**src/rtl/zorro_ac_pkg.sv**
```systemverilog
// Shared types and constants for the Zorro II autoconfig responder.
package zorro_ac_pkg;

    typedef enum logic [1:0] {
        StOffer,
        StDummy,
        StDone
    } ac_state_e;

    localparam logic [7:0] AcPage  = 8'hE8;
    localparam logic [7:0] RegBase = 8'h24;
    localparam logic [7:0] RegShut = 8'h26;

    // er_type / er_size nibbles, already in their on-bus (uninverted) form
    localparam logic [3:0] ErTypeZ2    = 4'b1110;
    localparam logic [3:0] ErTypeDummy = 4'b1100;
    localparam logic [3:0] ErSize2M    = 4'b0110;
    localparam logic [3:0] ErSize64K   = 4'b0001;

endpackage

```
**src/rtl/zorro_autoconfig_fsm_if.sv**
```systemverilog
// 68000 bus signals seen by the autoconfig responder (data nibble D15..D12 only).
interface zorro_autoconfig_fsm_if;

    logic [23:1] ADDR;
    logic        AS_n;
    logic        UDS_n;
    logic        RW_n;
    logic [3:0]  DIN;
    logic [3:0]  DOUT;
    logic        DOE;

    modport master (
        output ADDR, AS_n, UDS_n, RW_n, DIN,
        input  DOUT, DOE
    );

    modport slave (
        input  ADDR, AS_n, UDS_n, RW_n, DIN,
        output DOUT, DOE
    );

endinterface

```
**src/rtl/strobe_sync.sv**
```systemverilog
// Two-flop synchroniser for an active-low strobe with a third stage for edge detection.
module strobe_sync (
    input  logic CLK,
    input  logic reset,
    input  logic strobe_n,
    output logic sync,
    output logic fall,
    output logic rise
);

    logic [2:0] ff_q;

    // Reset to the idle (high) level so no edge is seen when reset releases
    always_ff @(posedge CLK or negedge reset) begin
        if (!reset) begin
            ff_q <= 3'b111;
        end else begin
            ff_q <= {ff_q[1:0], strobe_n};
        end
    end

    assign sync = ff_q[1];
    assign fall = ff_q[2] & ~ff_q[1];
    assign rise = ~ff_q[2] & ff_q[1];

endmodule

```
**src/rtl/zorro_autoconfig_fsm.sv**
```systemverilog
// Zorro II autoconfig responder: offers NUM_BLOCKS x 2MB boards in turn and
// turns base-address writes into a 1MB-bank match vector for the DRAM controller.
module zorro_autoconfig_fsm
    import zorro_ac_pkg::*;
#(
    parameter logic [15:0] MFG_ID     = 16'h07DB,
    parameter logic [7:0]  PROD_ID    = 8'd59,
    parameter logic [15:0] SERIAL     = 16'd421,
    parameter int unsigned NUM_BLOCKS = 4
) (
    input  logic                   CLK,
    input  logic                   reset,
    zorro_autoconfig_fsm_if.slave  bus,
    input  logic                   CFGIN_n,
    output logic                   CFGOUT_n,
    output logic [7:0]             addr_match,
    output logic                   configured
);

    localparam logic [1:0] LastBlk = 2'(NUM_BLOCKS - 1);

    logic as_s, as_fall, as_rise;
    logic uds_s, uds_fall, uds_rise;
    logic cfgin_s, cfgin_fall, cfgin_rise;

    strobe_sync u_as_sync (
        .CLK      (CLK),
        .reset    (reset),
        .strobe_n (bus.AS_n),
        .sync     (as_s),
        .fall     (as_fall),
        .rise     (as_rise)
    );

    strobe_sync u_uds_sync (
        .CLK      (CLK),
        .reset    (reset),
        .strobe_n (bus.UDS_n),
        .sync     (uds_s),
        .fall     (uds_fall),
        .rise     (uds_rise)
    );

    strobe_sync u_cfgin_sync (
        .CLK      (CLK),
        .reset    (reset),
        .strobe_n (CFGIN_n),
        .sync     (cfgin_s),
        .fall     (cfgin_fall),
        .rise     (cfgin_rise)
    );

    ac_state_e  state_q, state_d;
    logic [1:0] blk_q, blk_d;
    logic [7:0] match_q, match_d;
    logic       cfg_q, cfg_d;
    logic       cfgout_q, cfgout_d;
    logic [3:0] dout_q, dout_d;

    logic [7:0] reg_sel;
    logic       ac_space;
    logic       wr_strobe;

    assign reg_sel   = bus.ADDR[8:1];
    assign ac_space  = (bus.ADDR[23:16] == AcPage) & ~cfgin_s & (state_q != StDone);
    // uds_s is held low by reset-released flops only after a real edge, so one strobe per cycle
    assign wr_strobe = uds_fall & ~as_s & ~bus.RW_n & ac_space;

    assign bus.DOE  = ac_space & bus.RW_n & ~as_s & ~uds_s;
    assign bus.DOUT = dout_q;

    assign CFGOUT_n   = cfgout_q;
    assign addr_match = match_q;
    assign configured = cfg_q;

    logic unused_sig;
    assign unused_sig = ^{bus.ADDR[15:9], as_fall, uds_rise, cfgin_fall, cfgin_rise};

    always_comb begin
        state_d  = state_q;
        blk_d    = blk_q;
        match_d  = match_q;
        cfg_d    = cfg_q;
        cfgout_d = cfgout_q;

        if (wr_strobe) begin
            if (reg_sel == RegBase) begin
                if (state_q == StOffer) begin
                    // Base nibble 2/4/6/8 selects the 2MB window at $200000..$800000
                    case (bus.DIN)
                        4'd2:    match_d[1:0] = 2'b11;
                        4'd4:    match_d[3:2] = 2'b11;
                        4'd6:    match_d[5:4] = 2'b11;
                        4'd8:    match_d[7:6] = 2'b11;
                        default: ;
                    endcase
                    cfg_d = 1'b1;
                    if (blk_q == LastBlk) begin
                        state_d = StDone;
                    end else begin
                        blk_d = blk_q + 2'd1;
                    end
                end else if (state_q == StDummy) begin
                    state_d = StDone;
                end
            end else if (reg_sel == RegShut) begin
                if (state_q == StOffer) begin
                    state_d = StDummy;
                end else if (state_q == StDummy) begin
                    state_d = StDone;
                end
            end
        end

        if (as_rise && (state_q == StDone)) begin
            cfgout_d = 1'b0;
        end
    end

    // Read ROM: every nibble except er_type/er_size is returned inverted
    always_comb begin
        dout_d = 4'hF;
        case (reg_sel)
            8'h00:   dout_d = (state_q == StDummy) ? ErTypeDummy : ErTypeZ2;
            8'h01:   dout_d = (state_q == StDummy) ? ErSize64K : ErSize2M;
            8'h02:   dout_d = ~PROD_ID[7:4];
            8'h03:   dout_d = ~PROD_ID[3:0];
            8'h04:   dout_d = ~4'b1000;
            8'h05:   dout_d = ~4'b0000;
            8'h08:   dout_d = ~MFG_ID[15:12];
            8'h09:   dout_d = ~MFG_ID[11:8];
            8'h0A:   dout_d = ~MFG_ID[7:4];
            8'h0B:   dout_d = ~MFG_ID[3:0];
            8'h10:   dout_d = ~SERIAL[15:12];
            8'h11:   dout_d = ~SERIAL[11:8];
            8'h12:   dout_d = ~SERIAL[7:4];
            8'h13:   dout_d = ~SERIAL[3:0];
            8'h20:   dout_d = 4'h0;
            8'h21:   dout_d = 4'h0;
            default: dout_d = 4'hF;
        endcase
    end

    always_ff @(posedge CLK or negedge reset) begin
        if (!reset) begin
            state_q  <= StOffer;
            blk_q    <= 2'd0;
            match_q  <= 8'h00;
            cfg_q    <= 1'b0;
            cfgout_q <= 1'b1;
            dout_q   <= 4'hF;
        end else begin
            state_q  <= state_d;
            blk_q    <= blk_d;
            match_q  <= match_d;
            cfg_q    <= cfg_d;
            cfgout_q <= cfgout_d;
            dout_q   <= dout_d;
        end
    end

endmodule

```
**src/flat_wrapper.sv**
```systemverilog
// flat-port wrapper written by rule: the top's interface ports become plain ports
module zorro_autoconfig_fsm_flat import zorro_ac_pkg::*;
#(
    parameter logic [15:0] MFG_ID     = 16'h07DB,
    parameter logic [7:0]  PROD_ID    = 8'd59,
    parameter logic [15:0] SERIAL     = 16'd421,
    parameter int unsigned NUM_BLOCKS = 4
)
  (CLK, reset, CFGIN_n, CFGOUT_n, addr_match, configured, bus_ADDR, bus_AS_n, bus_UDS_n, bus_RW_n, bus_DIN, bus_DOUT, bus_DOE);
  zorro_autoconfig_fsm_if bus_i ();
  input  logic CLK;
  input  logic reset;
  input  logic CFGIN_n;
  output logic CFGOUT_n;
  output logic [7:0] addr_match;
  output logic configured;
  input wire logic [$bits(bus_i.ADDR)-1:0] bus_ADDR;
  input wire logic [$bits(bus_i.AS_n)-1:0] bus_AS_n;
  input wire logic [$bits(bus_i.UDS_n)-1:0] bus_UDS_n;
  input wire logic [$bits(bus_i.RW_n)-1:0] bus_RW_n;
  input wire logic [$bits(bus_i.DIN)-1:0] bus_DIN;
  output wire logic [$bits(bus_i.DOUT)-1:0] bus_DOUT;
  output wire logic [$bits(bus_i.DOE)-1:0] bus_DOE;
  assign bus_i.ADDR = bus_ADDR;
  assign bus_i.AS_n = bus_AS_n;
  assign bus_i.UDS_n = bus_UDS_n;
  assign bus_i.RW_n = bus_RW_n;
  assign bus_i.DIN = bus_DIN;
  assign bus_DOUT = bus_i.DOUT;
  assign bus_DOE = bus_i.DOE;
  zorro_autoconfig_fsm #(.MFG_ID(MFG_ID), .PROD_ID(PROD_ID), .SERIAL(SERIAL), .NUM_BLOCKS(NUM_BLOCKS)) u_core (.CLK(CLK), .reset(reset), .bus(bus_i), .CFGIN_n(CFGIN_n), .CFGOUT_n(CFGOUT_n), .addr_match(addr_match), .configured(configured));
endmodule
```
**config.mk**
```make
export PLATFORM = sky130hd
export DESIGN_NAME = zorro_autoconfig_fsm_flat
export DESIGN_NICKNAME = d
export VERILOG_FILES = /design/src/rtl/zorro_ac_pkg.sv /design/src/rtl/zorro_autoconfig_fsm_if.sv /design/src/rtl/strobe_sync.sv /design/src/rtl/zorro_autoconfig_fsm.sv /design/src/flat_wrapper.sv
export SDC_FILE = /design/constraint.sdc
export NUM_CORES = 1
export LEC_CHECK = 0
export ABC_AREA = 0
export CORE_MARGIN = 4
export CORE_UTILIZATION = 42
export DETAILED_ROUTE_END_ITERATION = 16
export PLACE_DENSITY = 0.77
export SLEW_MARGIN = 20
export SYNTH_ARGS = -nofsm -noshare
export SYNTH_HDL_FRONTEND = slang
export SYNTH_SLANG_ARGS = --single-unit
```
**constraint.sdc**
```tcl
create_clock -name CLK -period 2.5 [get_ports CLK]
set_input_delay 0.5 -clock CLK [delete_from_list [all_inputs] [get_ports CLK]]
set_output_delay 0.5 -clock CLK [all_outputs]
set_load 0.01 [all_outputs]
```
==> qor.yml, run 1 <==
outcome: "complete, no violations"
start_util_pct: 44.7
clk_pin_slew_ps: 130
clkPwrFrac_pct: 36.4
async_flop_share_pct: 100
place_ws_ps: -418
cp.required_ps: 2720
fillers: 198
via_per_inst: 5.45
cp.arrival_ps: 2670
crit_type: "input pin to register"
drtIter0Drc: 12
post_dp_cell_area_um2: 1620
synth.distinct_cells: 43
root_buffer: "clkbuf_4"
synth_fp_nets: 139
final_hold_viol_count: 0
syn2layout_area_growth_pct: 51.5
intPower_uw: 592
design_area_um2: 1710
yosysWarnings: 0
synth-edff-count: 0
grt_max_degree: 23
wl_um: 2740
nNetsFinal: 192
ys_ff_latch: 22
crit_fanout: 2
min-delay-path-class: "register to register"
grt_pass1_wl_um: 4390
clockBufferDepth: 2
setup_viol: 0
fin_crit_ps: 2450
worstMarginPinSlew_ps: 419
powerDensity_nw_per_um2: 436
clk_latency_ps: 320
relSlewSlack_pct: 71.8
synth_area_per_cell_um2: 10.7
grt.total_usage_pct: 16.4
synth_top_area_cell: "dfstp_2"
p_comb_share_pct: 13.4
fin_ws_ps: 47.2
vias: 1020
syn_inst: 105
postRouteAntennaNets: 0
power.total_uw: 745
yosysSeqAreaShare_pct: 50.3
synth_area_um2: 1130
cap_violations: 0
antenna_cells: 0
coreArea_um2: 2520
antenna_found_initial: 0
post-route-util_pct: 67.7
cts_tree: "done"
grt_pass1_vias: 970
port_buffers: 40
layout-drive-gt1-share_pct: 27.4
synthTopCellsByArea: "dfstp_2 (30%), dfrtp_1 (20%), nor2b_1 (3.3%)"
synth_most_common_cell: "dfstp_2"
place.detailed.hpwl_um: 2110
die_area_um2: 3580
end_kind: "register"
synthFlopType: "dfstp_2"
switching_share_pct: 20.5
remaining_drc_errors: 0
first_pass_iters: 5
cts_max_level: 1
wire_per_inst_um: 14.6
io_pins: 48
netlist.area_leader.share_pct: 30.3
drv_slew: 0
synthTopCellsByCount: "dfstp_2 (13), dfrtp_1 (9), nor2_1 (6), nor2b_1 (6)"
dieWidth_um: 59.8
period_share_pct: 98.1
final.setup.tns_ps: 0
clock-sinks: 22
switchingPower_uw: 153
skew_ps: 14.5
crit_path_start_kind: "input pin"
irDropWorstVdd_v: 0.000391
grt_overflow: 0
seq_power_share_pct: 50.2
leakage_uw: 0.000767
fmax_mhz: 408
fp.dieH_um: 59.8
num_rows: 18
gp_congestion: 0.874
cts_buffers: 3
## worst max-delay path, cell delays in order
cell	delay, ps
clkdlybuf4s50_1	440
or4b_4	460
nor4_4	160
buf_4	160
nand3_2	70
or4_4	560
mux2_4	310
## through the flow
stage               hold WS [ps]  instances
CTS                          368        186
finish                       367        187
floorplan                    204        105
global placement             347        181
global route                 374        187
detailed placement           347        181
## registers in the layout, summed over array words and instances, names as in the netlist
register                  cells
u_core.CFGOUT_n               1
u_core.addr_match             4
u_core.blk_q                  2
u_core.bus.DOUT               4
u_core.configured             1
u_core.state_q                2
u_core.u_as_sync.ff_q         3
u_core.u_cfgin_sync.ff_q      2
u_core.u_uds_sync.ff_q        3
## final timing paths
path / depth (start not counted) / slack (ps) / start / end
min: 0 / 370 / u_core.u_as_sync.ff_q[0] / u_core.u_as_sync.ff_q[1]
min reg2reg: 0 / 370 / u_core.u_as_sync.ff_q[0] / u_core.u_as_sync.ff_q[1]
max reg2reg: 6 / 110 / u_core.u_as_sync.ff_q[1] / u_core.blk_q[1]
max: 7 / 50 / bus_ADDR[20] / u_core.blk_q[1]
max in group asynchronous: 2 / 1710 / reset / u_core.bus.DOUT[2]
min in group asynchronous: 2 / 500 / reset / u_core.addr_match[2]
## cells in the final DEF, fill, tap and decap left out, types with 2 or more instances in the layout
| cell | n |
|---|---|
| clkdlybuf4s50_1 | 35 |
| buf_4 | 16 |
| dfstp_2 | 13 |
| dfrtp_1 | 9 |
| nor2_1 | 6 |
| nor2b_1 | 6 |
| inv_1 | 5 |
| o21ai_0 | 5 |
| nor4_1 | 4 |
| o31ai_1 | 4 |
| dlymetal6s2s_1 | 4 |
| and3_1 | 3 |
| nor3_1 | 3 |
| nand3_1 | 3 |
| nand2_1 | 3 |
| a21oi_1 | 3 |
| clkbuf_4 | 3 |
| nor4bb_1 | 2 |
| a31oi_1 | 2 |
| or4b_4 | 2 |
| a41o_1 | 2 |
## cell type report
type,instances,area [um2],share of cell area [%]
flip-flops and latches,22,567,33.2
repair buffers,56,532,31.1
multi-input cells,70,500,29.3
well taps,30,37.5,2.20
clock inverters,1,30.0,1.76
clock buffers,3,22.5,1.32
inverters,5,18.8,1.10
## routing by layer
layer  vias up  part of all wire, %  global-route usage (%)
li1        490                    -                       -
met1       487                   38                    19.4
met2        36                   55                    28.4
met3         7                  5.4                    4.54
met4         0                  2.2                    5.38
met5         -                    0                       0
## power groups by stage
stage | Clock, uW | Sequential, uW | Combinational, uW
2_1_floorplan | 0 | 380 | 26.5
3_3_place_gp | 0 | 380 | 96.9
3_5_place_dp | 0 | 380 | 99.5
4_1_cts | 278 | 374 | 101
5_1_grt | 296 | 375 | 110
6_report | 271 | 374 | 99.9
## cell families (layout without fill, tap and decap cells)
kind of cell,after synthesis,count (layout),share of synthesized area [%]
XOR/XNOR,1,1,0.777
AND/OR/NAND/NOR,43,43,25.9
AO/OA/AOI/OAI,24,24,14.9
adder cells (fa/ha/maj),1,1,1.11
buffers and inverters,13,65,5.77
multiplexers,1,1,1.33
flip-flops,22,22,50.3
## timing repair
item,CTS,global route
pin swaps,3,5
gates resized for setup,6,5
endpoints found under the setup margin,1,5
setup buffers,1,2
hold buffers,0,0
No activity file was read; power rests on OpenSTA's default activity.
==> run 2: changes to the inputs <==
--- a/config.mk
+++ b/config.mk
@@ -10,6 +10,7 @@
 export CORE_UTILIZATION = 42
 export DETAILED_ROUTE_END_ITERATION = 16
 export PLACE_DENSITY = 0.77
+export SETUP_SLACK_MARGIN = 0.3
 export SLEW_MARGIN = 20
 export SYNTH_ARGS = -nofsm -noshare
 export SYNTH_HDL_FRONTEND = slang
==> run 2 against run 1 <==
  * Critical path depth fell by 1
  * Critical endpoint is now bus_DOE
  * Utilization fell by 0.84 points
  * Clock power down 41%
  * Largest cell class unchanged
  * Highest routed layer unchanged
  * First-iteration DRC count increased by 140%
  * Worst hold slack got worse by 4.5 ps
  * Clock skew shrank 6.1 ps
  * Sequential cell count unchanged
  * Final cell count rose by 0.53%
  * Routed wire length down 6.8%
  * Sequential share of layout area is 0.42 points higher
  * Final area fell by 1.2%
==> qor.yml, run 2 (synthesis gave the netlist of run 1 again) <==
powerDensity_nw_per_um2: 374  # -14%
rr_worst_depth: 6  # unchanged
ctsHoldBuffers: 0  # unchanged
start_util_pct: 44.7  # unchanged
cp.arrival_ps: 1810  # -860 ps
crit_path_max_incr_delay_ps: 490  # -70 ps
leakage_uw: 0.000732  # -4.6%
p_comb_share_pct: 15.6  # +2.2 points
layout-drive-gt1-share_pct: 27.2  # -0.17 points
coreArea_um2: 2520  # unchanged
grt_overflow: 0  # unchanged
cts_max_level: 1  # unchanged
dieWidth_um: 59.8  # unchanged
switching_share_pct: 22.3  # +1.7 points
cp.required_ps: 2000  # -720 ps
remaining_drc_errors: 0  # unchanged
outcome: "complete, no violations"
grt_pass1_vias: 976  # +0.62%
worstMarginPinSlew_ps: 423  # +3.94 ps
fin_crit_ps: 2310  # -145 ps
clockBufferDepth: 2  # unchanged
cap_violations: 0  # unchanged
fp.dieH_um: 59.8  # unchanged
crit_path_start_kind: "input pin"
rsz0062_at_grt: "yes"
nNetsFinal: 193  # +0.52%
r2r-end: "u_core.blk_q[1]"
antenna_cells: 0  # unchanged
clk_latency_ps: 290  # -30 ps
grt_max_degree: 23  # unchanged
final_hold_viol_count: 0  # unchanged
crit_fanout: 2  # unchanged
root_buffer: "clkbuf_4"
num_rows: 18  # unchanged
fillers: 223  # +13%
final.setup.tns_ps: 0  # unchanged
crit_type: "input pin to output pin"
io_pins: 48  # unchanged
hp-start: "u_core.u_as_sync.ff_q[0]"
place.detailed.hpwl_um: 2040  # -3.5%
critPathSlowestCell: "or4b_4"
min_to: "u_core.u_as_sync.ff_q[1]"
switchingPower_uw: 141  # -8.2%
worst-path-buf-inv: 3  # +1
cts_tree: "done"
crit_family: "simple AND/OR/NAND/NOR gates"
antenna_found_initial: 0  # unchanged
period_share_pct: 92.3  # -5.8 points
via_per_inst: 5.36  # -1.7%
end_kind: "output pin"
irDropWorstVdd_v: 0.000283  # -28%
mostFrequentLayoutCell: "clkdlybuf4s50_1"
post-route-util_pct: 66.9  # -0.84 points
clk_pin_slew_ps: 110  # -20 ps
intPower_uw: 491  # -17%
r2r_slack_ps: 260  # +150 ps
relSlewSlack_pct: 71.5  # -0.26 points
power.total_uw: 631  # -15%
clock-sinks: 22  # unchanged
seq_power_share_pct: 59.2  # +9.0 points
final_cell_mix: "clkdlybuf4s50_1 (33), buf_4 (16), dfstp_2 (13), dfrtp_1 (9)"
min_path_cells: 0  # unchanged
crit_chain: "dlygate4sd2_1 > or4b_4 > nor4_4 > buf_4 > and2_4 > buf_6"
setup_viol: 0  # unchanged
drv_slew: 0  # unchanged
min-delay-path-class: "register to register"
clkPwrFrac_pct: 25.2  # -11 points
die_area_um2: 3580  # unchanged
vias: 1008  # -1.2%
gp_congestion: 0.885  # +1.2%
first_pass_iters: 4  # -1
wire_per_inst_um: 13.6  # -7.3%
fmax_mhz: 433  # +6.3%
drtIter0Drc: 29  # +17
postRouteAntennaNets: 0  # unchanged
r2r-start: "u_core.u_uds_sync.ff_q[1]"
port_buffers: 40  # unchanged
skew_ps: 8.41  # -6.14 ps
syn2layout_area_growth_pct: 49.6
grt.total_usage_pct: 15.2  # -1.2 points
grt_pass1_wl_um: 4130  # -5.8%
wl_um: 2550  # -6.8%
cts_buffers: 3  # unchanged
[run 2: changes by cell type in the layout (fill, tap and decap cells not counted)]
cell             before  now
bufinv_16             1    0
buf_6                 1    2
dlymetal6s2s_1        4    0
nand3_4               0    1
nand3_2               1    0
clkdlybuf4s50_1      35   33
dlygate4sd2_1         0    3
clkbuf_1              0    1
clkdlybuf4s15_1       0    3
[run 2: how the worst max path moves through the flow]
| stage | startpoint | to | slack (ps) | cells after the start |
|---|---|---|---|---|
| final | bus_ADDR[19] | bus_DOE | 190 | 6 |
| after global routing | u_core.u_uds_sync.ff_q[1] | bus_DOE | 100 | 5 |
| after CTS | u_core.u_as_sync.ff_q[1] | u_core.blk_q[1] | 150 | 6 |
| after floorplan | bus_ADDR[17] | u_core.blk_q[1] | 230 | 5 |
| after detailed placement | bus_ADDR[17] | bus_DOE | -350 | 5 |
| after global placement | bus_ADDR[17] | bus_DOE | -350 | 5 |
[run 2: metrics by stage]
step | hold WS (ps) | setup slack (ps) | std cells | instance area, um2
detailed placement | 347 | -352 | 181 | 1630
CTS | 363 | 152 | 187 | 1670
finish | 362 | 192 | 188 | 1690
floorplan | 204 | 233 | 105 | 1130
global placement | 346 | -350 | 181 | 1630
global route | 362 | 95.9 | 188 | 1690
[run 2: power by group through the flow]
| stage | sequential (uW) | clock [uW] | combinational (uW) |
|---|---|---|---|
| 6_report | 374 | 159 | 98.5 |
| 5_1_grt | 375 | 191 | 109 |
| 4_1_cts | 374 | 164 | 99.1 |
| 3_5_place_dp | 380 | 0 | 100 |
| 3_3_place_gp | 380 | 0 | 97.4 |
| 2_1_floorplan | 380 | 0 | 26.9 |
[run 2: area by class of cell]
| class | instances | area [um2] | area share [%] |
|---|---|---|---|
| Sequential cell | 22 | 567 | 33.6 |
| Timing Repair Buffer | 57 | 529 | 31.4 |
| Clock buffer | 4 | 26.3 | 1.56 |
| Inverter | 5 | 18.8 | 1.11 |
| Multi-Input combinational cell | 70 | 508 | 30.1 |
| Tap cell | 30 | 37.5 | 2.23 |
[run 2: layer usage]
metal  global-route usage [%]  vias up  share of wire, %
met5                        0        -                 0
met4                     4.75        0              0.55
met3                     3.02        2               6.1
met2                     25.9       27                53
met1                     19.1      487                40
li1                         -      492                 -
[run 2: timing repair]
action                                  4_1_cts  5_1_grt
pin swaps                                     5        3
endpoints found under the setup margin        5        3
resized for setup                            14        3
hold endpoints to repair                      0        0
setup buffers                                 2        1
==> run 3: changes to the inputs <==
--- a/config.mk
+++ b/config.mk
@@ -11,7 +11,6 @@
 export DETAILED_ROUTE_END_ITERATION = 16
 export PLACE_DENSITY = 0.77
 export SETUP_SLACK_MARGIN = 0.3
-export SLEW_MARGIN = 20
 export SYNTH_ARGS = -nofsm -noshare
 export SYNTH_HDL_FRONTEND = slang
 export SYNTH_SLANG_ARGS = --single-unit
==> results of run 3 <==
Same layout as run 2: the final DEF is identical, and so are final timing and power.
